File: config.mk
export PLATFORM = sky130hd
export DESIGN_NAME = neuron_spike_out_buf
export DESIGN_NICKNAME = d
export VERILOG_FILES = /design/src/rtl/neuron_spike_out_buf.sv
export SDC_FILE = /design/constraint.sdc
export NUM_CORES = 1
export LEC_CHECK = 0
export ABC_AREA = 0
export BUFFER_PORTS_ARGS = -buffer_cell sky130_fd_sc_hd__buf_2
export CORE_AREA = 8 8 293 295
export DETAILED_ROUTE_END_ITERATION = 8
export DIE_AREA = 0 0 301 303
export GPL_TIMING_DRIVEN = 0
export PLACE_DENSITY = 0.71
export SETUP_SLACK_MARGIN = 0.5
export SLEW_MARGIN = 10
export SYNTH_ARGS = -nofsm -noshare
export SYNTH_HDL_FRONTEND = slang
export SYNTH_SLANG_ARGS = --single-unit
File: constraint.sdc
create_clock -name wb_clk_i -period 11.26 [get_ports wb_clk_i]
set_input_delay 1.689 -clock wb_clk_i [delete_from_list [all_inputs] [get_ports wb_clk_i]]
set_output_delay 1.689 -clock wb_clk_i [all_outputs]
set_load 0.05 [all_outputs]
File: src/rtl/neuron_spike_out_buf.sv
// Spike frame buffer drained over Wishbone; SPIKE_OUT_IRQ_EN adds irq_o and CTRL bit2.
// Wishbone ack one cycle after request; spike_ready_o drops when full, frames arriving then are counted as drops.

module spike_fifo #(
  parameter int WIDTH = 32,
  parameter int DEPTH = 4
) (
  input  logic                         clk,
  input  logic                         rst,
  input  logic                         push_vld,
  input  logic [WIDTH-1:0]             push_dat,
  input  logic                         pop_vld,
  output logic [WIDTH-1:0]             head_dat,
  output logic [$clog2(DEPTH+1)-1:0]   count,
  output logic                         full,
  output logic                         empty
);
  localparam int AW = $clog2(DEPTH);

  logic [WIDTH-1:0] mem [DEPTH];
  logic [AW-1:0]    wr_ptr;
  logic [AW-1:0]    rd_ptr;
  logic             push_do;
  logic             pop_do;

  assign full     = (count == DEPTH[$clog2(DEPTH+1)-1:0]);
  assign empty    = (count == '0);
  assign push_do  = push_vld & ~full;
  assign pop_do   = pop_vld & ~empty;
  assign head_dat = mem[rd_ptr];

  always_ff @(posedge clk) begin
    if (rst) begin
      wr_ptr <= '0;
      rd_ptr <= '0;
      count  <= '0;
    end else begin
      if (push_do) wr_ptr <= wr_ptr + 1'b1;
      if (pop_do)  rd_ptr <= rd_ptr + 1'b1;
      case ({push_do, pop_do})
        2'b10:   count <= count + 1'b1;
        2'b01:   count <= count - 1'b1;
        default: count <= count;
      endcase
    end
  end

  // Frame storage is deliberately left out of reset.
  always_ff @(posedge clk) begin
    if (push_do) mem[wr_ptr] <= push_dat;
  end
endmodule

module neuron_spike_out_buf #(
  parameter logic [31:0] BASE_ADDR   = 32'h30008000,
  parameter int          NUM_NEURONS = 256,
  parameter int          DEPTH       = 4
) (
  input  logic                   wb_clk_i,
  input  logic                   wb_rst_i,
  input  logic                   wbs_cyc_i,
  input  logic                   wbs_stb_i,
  input  logic                   wbs_we_i,
  input  logic [3:0]             wbs_sel_i,
  input  logic [31:0]            wbs_adr_i,
  input  logic [31:0]            wbs_dat_i,
  output logic                   wbs_ack_o,
  output logic [31:0]            wbs_dat_o,
  input  logic                   spike_valid_i,
  input  logic [NUM_NEURONS-1:0] spike_data_i,
  output logic                   spike_ready_o
`ifdef SPIKE_OUT_IRQ_EN
  ,
  output logic                   irq_o
`endif
);
  localparam int NW = NUM_NEURONS / 32;
  localparam int CW = $clog2(DEPTH + 1);

  typedef struct packed {
    logic [15:0] drop_cnt;
    logic [4:0]  rsvd;
    logic        overflow;
    logic        full;
    logic        empty;
    logic [7:0]  count;
  } status_t;

  logic [CW-1:0]          fifo_count;
  logic                   fifo_full;
  logic                   fifo_empty;
  logic [NUM_NEURONS-1:0] head_dat;
  logic                   bus_req;
  logic                   ctrl_wr;
  logic                   pop_vld;
  logic                   clr_vld;
  logic                   push_vld;
  logic                   drop_vld;
  logic [31:0]            adr_off;
  logic [31:0]            word_off;
  logic [31:0]            rd_dat;
  logic                   overflow;
  logic [15:0]            drop_cnt;
  logic                   irq_en;
  status_t                status;
  logic                   unused_ok;

  assign bus_req       = wbs_cyc_i & wbs_stb_i & ~wbs_ack_o;
  assign adr_off       = wbs_adr_i - BASE_ADDR;
  assign word_off      = {2'b00, adr_off[31:2]};
  assign ctrl_wr       = bus_req & wbs_we_i & (word_off == 32'd1) & wbs_sel_i[0];
  assign pop_vld       = ctrl_wr & wbs_dat_i[0];
  assign clr_vld       = ctrl_wr & wbs_dat_i[1];
  assign spike_ready_o = ~fifo_full;
  assign push_vld      = spike_valid_i & spike_ready_o;
  assign drop_vld      = spike_valid_i & ~spike_ready_o;
  assign unused_ok     = &{1'b0, wbs_sel_i[3:1], wbs_dat_i[31:2], adr_off[1:0]};

  spike_fifo #(
    .WIDTH (NUM_NEURONS),
    .DEPTH (DEPTH)
  ) u_fifo (
    .clk      (wb_clk_i),
    .rst      (wb_rst_i),
    .push_vld (push_vld),
    .push_dat (spike_data_i),
    .pop_vld  (pop_vld),
    .head_dat (head_dat),
    .count    (fifo_count),
    .full     (fifo_full),
    .empty    (fifo_empty)
  );

  always_comb begin
    status          = '0;
    status.drop_cnt = drop_cnt;
    status.overflow = overflow;
    status.full     = fifo_full;
    status.empty    = fifo_empty;
    status.count    = 8'(fifo_count);
  end

  always_comb begin
    rd_dat = 32'h0;
    if (word_off == 32'd0) begin
      rd_dat = status;
    end else if (word_off == 32'd1) begin
      rd_dat = {29'b0, irq_en, 2'b0};
    end else if (!fifo_empty) begin
      for (int k = 0; k < NW; k++) begin
        if (word_off == 32'(k + 2)) rd_dat = head_dat[32*k +: 32];
      end
    end
  end

  always_ff @(posedge wb_clk_i) begin
    if (wb_rst_i) begin
      wbs_ack_o <= 1'b0;
      wbs_dat_o <= 32'h0;
    end else begin
      wbs_ack_o <= bus_req;
      if (bus_req) wbs_dat_o <= rd_dat;
    end
  end

  // A clear issued on the same edge as a drop takes priority.
  always_ff @(posedge wb_clk_i) begin
    if (wb_rst_i) begin
      overflow <= 1'b0;
      drop_cnt <= 16'h0;
    end else if (clr_vld) begin
      overflow <= 1'b0;
      drop_cnt <= 16'h0;
    end else if (drop_vld) begin
      overflow <= 1'b1;
      if (drop_cnt != 16'hFFFF) drop_cnt <= drop_cnt + 16'h1;
    end
  end

`ifdef SPIKE_OUT_IRQ_EN
  always_ff @(posedge wb_clk_i) begin
    if (wb_rst_i) begin
      irq_en <= 1'b0;
      irq_o  <= 1'b0;
    end else begin
      if (ctrl_wr) irq_en <= wbs_dat_i[2];
      irq_o <= irq_en & ((fifo_count != '0) | overflow);
    end
  end
`else
  assign irq_en = 1'b0;
`endif
endmodule

==> flow_summary.ini, run 1 <==
[outcome]
status = finished with violations
violations = antenna rules

[routing]
vias = 22400
wl_per_cell_um = 28.2
dr_wl_met3_um = 10200
wl_um = 105000
drt-pass1-iter-count = 9
drt_iter0_markers = 2627
drc_errors = 0
met2_length_um = 52400
antenna_left = 1
routed.top_layer = met5
wl_met1_um = 39800
via_per_inst = 6.03

[synth]
synth_top_family_by_area = multiplexers
synthTopCellsByArea = edfxtp_1 (74%), mux4_2 (13%), dfxtp_1 (2.8%)
synthDistinctLibCells = 64
synthXorXnorAreaFrac = 0.00419
synth_cells = 2055
yosys_warnings = 0
netlist_area_mm2 = 0.0418
seq_area_frac_synth = 0.764
synth_simple_gate_area_share = 0.0360
yosysTopAreaCell = edfxtp_1
synth-seq-cells = 1083
syn_nets = 2393
yosysTopAreaCellShare = 0.736
synth_fa_ha_area_frac = 0.00258
synth_area_per_cell_um2 = 20.3
synthMuxAreaShare = 0.141
synth_edf_count = 1024
ys_async_sr_fraction = 0
synth-compound-area-share = 0.0401
ys.flop_type = edfxtp_1

[critical_path]
worstPathArrival_ns = 5.71
reg2reg_slack_ns = 7.06
cpPeakStageDelay_ns = 0.61
startpoint_type = input pin
r2r-end = wbs_dat_o[7]$_SDFFE_PP0P_
cp-startpoint = wbs_adr_i[15]
critical_path_class = input pin to flop
cp_max_fo = 5
rr_worst_depth = 8
cp_cell_sequence = buf_2 > inv_1 > ha_1 > nor4b_2 > nand4_1 > mux2_4 > nor4_1 > nand3_1 > nor3_1 > ha_1 > inv_1 > fa_1 > xor2_1 > or3_1 > a21oi_1
critPathCaptureType = flop
required_ns = 11.86
crit_end = u_fifo.count[2]$_SDFFE_PP0P_
cp_slowest_cell = nor4_1

[sta]
worst_pin_slew_ns = 1.28
hold_viol = 0
fin_tns_setup_ns = 0
slew_viol_final = 0
grt_setup_unrepaired = no
relSlewSlack = 0.138
setup_viol = 0
max_clock_freq_mhz = 196
period_minus_slack_ns = 5.10
fin_crit_sh = 0.453
clock_skew_ns = 0.0297

[power_and_ir_drop]
powerDensity_mw_per_mm2 = 178
switching_power_mw = 1.82
ir_worst_vdd_v = 0.000133
leakage_nw = 15.8
fin_total_pwr_mw = 8.77
clock_power_share = 0.423
intPower_mw = 6.95
p_seq_frac = 0.529
netSwitchingFraction = 0.207
power_frac_comb = 0.048

[clocking]
numCtsBuffers = 108
cts_tree = built
clockBufferDepth = 3
cts_setup_buffers = 0
cts.sinks = 1083
htree_levels = 3
clock_latency_ns = 0.68
root_buffer = clkbuf_16
cts.reportedPaths.clkPinSlew_ns = 0.06
hold_buffers = 0
cts_resized = 0

[finish]
syn2layout_area_growth_pct = 17.8
nets = 2851
layout_common_cells = edfxtp_1 (1024), buf_2 (337), mux4_2 (246)
nFillCells = 5730
layout-drive-gt1-share = 0.309
mostFrequentLayoutCell = edfxtp_1
utilization = 0.606

[grt]
grt_usage = 0.226
grt_start_max_net_pins = 53
grt_pass1_wl_um = 151000
grt_pass1_vias = 23100
antenna_found_initial = 61
gr-total-overflow = 0

[place]
place_congestion = 0.895
port_buffers = 323
dp_hpwl_um = 73100

[floorplan]
ioPinCount = 364
core_region_area_mm2 = 0.0812
die_y_um = 303
floorplan.initialDensity = 0.515
die_area_mm2 = 0.0912
fp.dieW_um = 301
num_rows = 105

[min_path]
hp-class = flop to flop

[run]
cap_violations = 0
## cell families (layout without fill, tap and decap cells)
kind of cell | count (synthesis) | after routing
adder cells (fa/ha/maj) | 8 | 8
flip-flops | 1083 | 1083
XOR/XNOR | 20 | 20
buffers and inverters | 129 | 682
multiplexers | 279 | 279
other | 0 | 45
AND/OR/NAND/NOR | 300 | 300
AO/OA/AOI/OAI | 236 | 236
## power by group through the flow
| stage | sequential (mW) | clock (mW) | combinational (mW) |
|---|---|---|---|
| finish | 4.64 | 3.71 | 0.419 |
| global route | 4.65 | 3.91 | 0.449 |
| CTS | 4.64 | 3.76 | 0.422 |
| detailed placement | 4.72 | 0 | 0.421 |
| global placement | 4.80 | 0 | 0.376 |
| floorplan | 4.76 | 0 | 0.197 |
## Yosys cell counts (3+ instances only)
cell type and number:
nand3_1 56, or3_1 4, nor2_1 78, o2111ai_1 10, buf_1 28, nor4_1 7, nor2b_1 14, and2_1 3
inv_1 12, nor3b_1 3, a22oi_1 44, nand4_1 7, mux2i_1 32, o211ai_1 13, buf_2 14, a31oi_1 4
a221oi_1 9, xnor2_1 9, nor3_1 13, a222oi_1 9, nand2_1 75, dfxtp_1 59, and3_1 13, o21ai_2 9
o21ai_1 9, ha_1 7, o21ai_0 45, xor2_1 11, mux4_2 246, o22ai_1 11, a22o_1 12, o221ai_1 20
nor4_2 3, edfxtp_1 1024, a21oi_1 27, clkbuf_1 73, and4_1 11
## stage by stage
step	worst slack, ns	cells	hold WS [ns]	area (um2)
after floorplan	2.80	2055	0.438	41800
after global placement	-2.16	3448	0.453	44700
after detailed placement	5.64	3473	0.464	45400
after CTS	6.35	3678	0.481	49100
after global routing	5.96	3694	0.533	49100
final	6.16	3723	0.480	49200
## layer usage
metal / GRT usage / vias to the layer above
met5: 0 / -
met3: 0.0630 / 195
met2: 0.375 / 1036
met1: 0.293 / 11600
li1: - / 9611
met4: 0.0684 / 22
## worst min path at each step
stage	startpoint	to	cells past startpoint
after CTS	overflow$_SDFFE_PP0P_	overflow$_SDFFE_PP0P_	2
final	overflow$_SDFFE_PP0P_	overflow$_SDFFE_PP0P_	2
after floorplan	overflow$_SDFFE_PP0P_	overflow$_SDFFE_PP0P_	2
after global placement	overflow$_SDFFE_PP0P_	overflow$_SDFFE_PP0P_	2
after detailed placement	overflow$_SDFFE_PP0P_	overflow$_SDFFE_PP0P_	2
after global routing	wbs_dat_o[22]$_SDFFE_PP0P_	wbs_dat_o[22]$_SDFFE_PP0P_	2
## state kept, by name, summed over array words and instances (netlist names), named ones only
register / flops
u_fifo.rd_ptr: 2
overflow: 1
wbs_ack_o: 1
u_fifo.mem: 1024
u_fifo.wr_ptr: 2
drop_cnt: 16
wbs_dat_o: 32
u_fifo.count: 3
## critical path: cells and delay by family
| kind | cells | cell delay (ns) |
|---|---|---|
| buf+inv | 3 | 0.24 |
| mux | 1 | 0.38 |
| fa+ha+maj | 3 | 0.88 |
| xor+xnor | 1 | 0.16 |
| simple gates | 6 | 2.19 |
| compound gates | 1 | 0.14 |
## cell type report
type	count	area, um2	area share
flip-flops and latches	1083	31900	0.649
multi-input cells	843	9360	0.190
clock buffers	126	2820	0.0573
repair buffers	348	2220	0.0450
well taps	1070	1340	0.0272
clock inverters	79	913	0.0186
plain buffers	117	468	0.00951
diodes	45	113	0.00229
inverters	12	45.0	0.000915
(Power assumes the default switching activity.)
==> run 2: changes to the inputs <==
--- a/config.mk
+++ b/config.mk
@@ -11,7 +11,7 @@
 export DETAILED_ROUTE_END_ITERATION = 8
 export DIE_AREA = 0 0 301 303
 export GPL_TIMING_DRIVEN = 0
-export PLACE_DENSITY = 0.71
+export PLACE_DENSITY = 0.73
 export SETUP_SLACK_MARGIN = 0.5
 export SLEW_MARGIN = 10
 export SYNTH_ARGS = -nofsm -noshare
==> constraint.sdc (replaced) <==
create_clock -name wb_clk_i -period 4.55 [get_ports wb_clk_i]
set_input_delay 0.6825 -clock wb_clk_i [delete_from_list [all_inputs] [get_ports wb_clk_i]]
set_output_delay 0.6825 -clock wb_clk_i [all_outputs]
set_load 0.05 [all_outputs]
==> run 2 against run 1 <==
  * Clock power is 130% higher
  * The run now ends clean
  * Via count rose by 0.62%
  * Total power up 140%
  * Largest cell class unchanged
  * Non-clock buffer count unchanged
  * Critical endpoint is now wbs_dat_o[13]$_SDFFE_PP0P_
  * First-iteration DRC count fell by 4.3%
  * Critical path depth is 7 lower
  * Flip-flop and latch count did not move
  * Global-route usage rose by 0.21 points
  * Sequential share of layout area up 0.29 points
  * Cell count down 0.24%
  * Die area did not move
==> flow_summary.ini, run 2 (same netlist as run 1, synthesis figures left out) <==
[place]
placed_cells = 3473
place_congestion = 0.906
dp_hpwl_um = 73600
place_ws_ns = -0.0938
port_buffers = 323

[critical_path]
cpPeakStageDelay_ns = 0.68
startpoint_type = flop
crit_top_cell = clkbuf_1
critPathCaptureType = flop
worstPathArrival_ns = 4.44
critical_path_class = flop to flop
cp_cell_sequence = clkbuf_1 > clkbuf_1 > clkbuf_1 > clkbuf_2 > clkbuf_1 > mux4_2 > o221ai_1 > o22ai_1
required_ns = 5.05
cp_max_fo = 10
cp_slowest_cell = clkbuf_1

[routing]
vias = 22600
drt-pass1-iter-count = 8
wl_per_cell_um = 28.5
drc_errors = 0
drt_iter0_markers = 2514
antenna_left = 0
wl_um = 106000
via_per_inst = 6.08

[sta]
worst_slack_ns = 0.609
period_minus_slack_ns = 3.94
worst_pin_slew_ns = 1.02
fin_crit_sh = 0.866
hold_viol = 0
setup_viol = 0
clock_skew_ns = 0.0332
grt_setup_unrepaired = no
slew_viol_final = 0
fin_tns_setup_ns = 0
relSlewSlack = 0.317
max_clock_freq_mhz = 254

[finish]
nFillCells = 5791
layout-drive-gt1-share = 0.310
top_regs = u_fifo.mem: 1024 flops, wbs_dat_o: 32 flops, drop_cnt: 16 flops
largest_reg_flops = 1024
regMostFlops = u_fifo.mem
layout_common_cells = edfxtp_1 (1024), buf_2 (337), mux4_2 (246)
mostFrequentLayoutCell = edfxtp_1
stdcell_count = 3714
nets = 2848
syn2layout_area_growth_pct = 17.3

[clocking]
cts.sinks = 1083
clock_latency_ns = 0.67
hold_buffers = 0
root_buffer = clkbuf_16
cts_setup_buffers = 0
numCtsBuffers = 105
cts.reportedPaths.clkPinSlew_ns = 0.06
cts_tree = built
htree_levels = 3
clockBufferDepth = 3

[floorplan]
num_rows = 105
floorplan.initialDensity = 0.515
ioPinCount = 364
core_region_area_mm2 = 0.0812
fp.dieW_um = 301
die_y_um = 303
die_area_mm2 = 0.0912

[grt]
grt_pass1_vias = 23100
grt_pass1_wl_um = 153000
grt_usage = 0.229
gr-total-overflow = 0
antenna_found_initial = 58
grt_start_max_net_pins = 51

[power_and_ir_drop]
leakage_nw = 15.7
powerDensity_mw_per_mm2 = 431
ir_worst_vdd_v = 0.000299

[run]
cap_violations = 0

[outcome]
status = finished, final reports clean

[min_path]
hp-class = input pin to flop
-- run 2: worst max-delay path, delay by kind of cell, from the launching register on --
family / cells / cell delay (ns)
multiplexers: 1 / 0.41
flip-flops: 1 / 0.31
AO/OA/AOI/OAI: 2 / 0.48
buffers and inverters: 5 / 2.56
-- run 2: area by class of cell --
cell class / instances / area, um2 / share of cell area
Inverter: 12 / 45.0 / 0.000919
Clock buffer: 134 / 2850 / 0.0582
Antenna cell: 42 / 105 / 0.00215
Multi-Input combinational cell: 843 / 9390 / 0.192
Buffer: 117 / 484 / 0.00988
Tap cell: 1070 / 1340 / 0.0273
Sequential cell: 1083 / 31900 / 0.652
Clock inverter: 65 / 607 / 0.0124
Timing Repair Buffer: 348 / 2240 / 0.0457
-- run 2: metal layers --
layer  vias up  global-route usage  routed length, um
met5         -                   0                192
met4        30              0.0919               3670
met3       231              0.0646              10800
met2      1080               0.368              51600
met1     11600               0.294              39500
li1       9609                   -                  -
-- run 2: final timing paths --
kind / slack, ns / start / cells after the start / endpoint
worst min-delay path: 0.22 / spike_data_i[36] / 1 / u_fifo.mem[3][36]$_DFFE_PP_
worst max register to register: 0.61 / flop / 8 / wbs_dat_o[13]$_SDFFE_PP0P_
worst min register to register: 0.48 / overflow$_SDFFE_PP0P_ / 2 / overflow$_SDFFE_PP0P_
worst max-delay path: 0.61 / flop / 8 / wbs_dat_o[13]$_SDFFE_PP0P_
-- run 2: timing repair --
item / in CTS / in global routing
gates resized for setup: 2 / 17
setup endpoints to repair: 20 / 31
pin swaps: 0 / 0
-- run 2: per-stage QoR --
stage                     utilization  power [mW]  area, um2  hold WS [ns]
after CTS                       0.602        21.2      48800         0.186
after floorplan                     -        12.2      41800         0.438
after global routing            0.603        21.7      48900         0.200
after detailed placement        0.559        12.7      45400         0.464
after global placement          0.551        12.7      44700         0.454
final                           0.603        21.1      49000         0.222
-- run 2: where the power goes --
| part | switching (mW) | internal [mW] | total [mW] | leakage, nW |
|---|---|---|---|---|
| clock | 3.67 | 4.91 | 8.58 | 1.69 |
| sequential | 0.0981 | 11.4 | 11.5 | 9.88 |
| combinational | 0.653 | 0.397 | 1.05 | 4.16 |
| total | 4.42 | 16.7 | 21.1 | 15.7 |
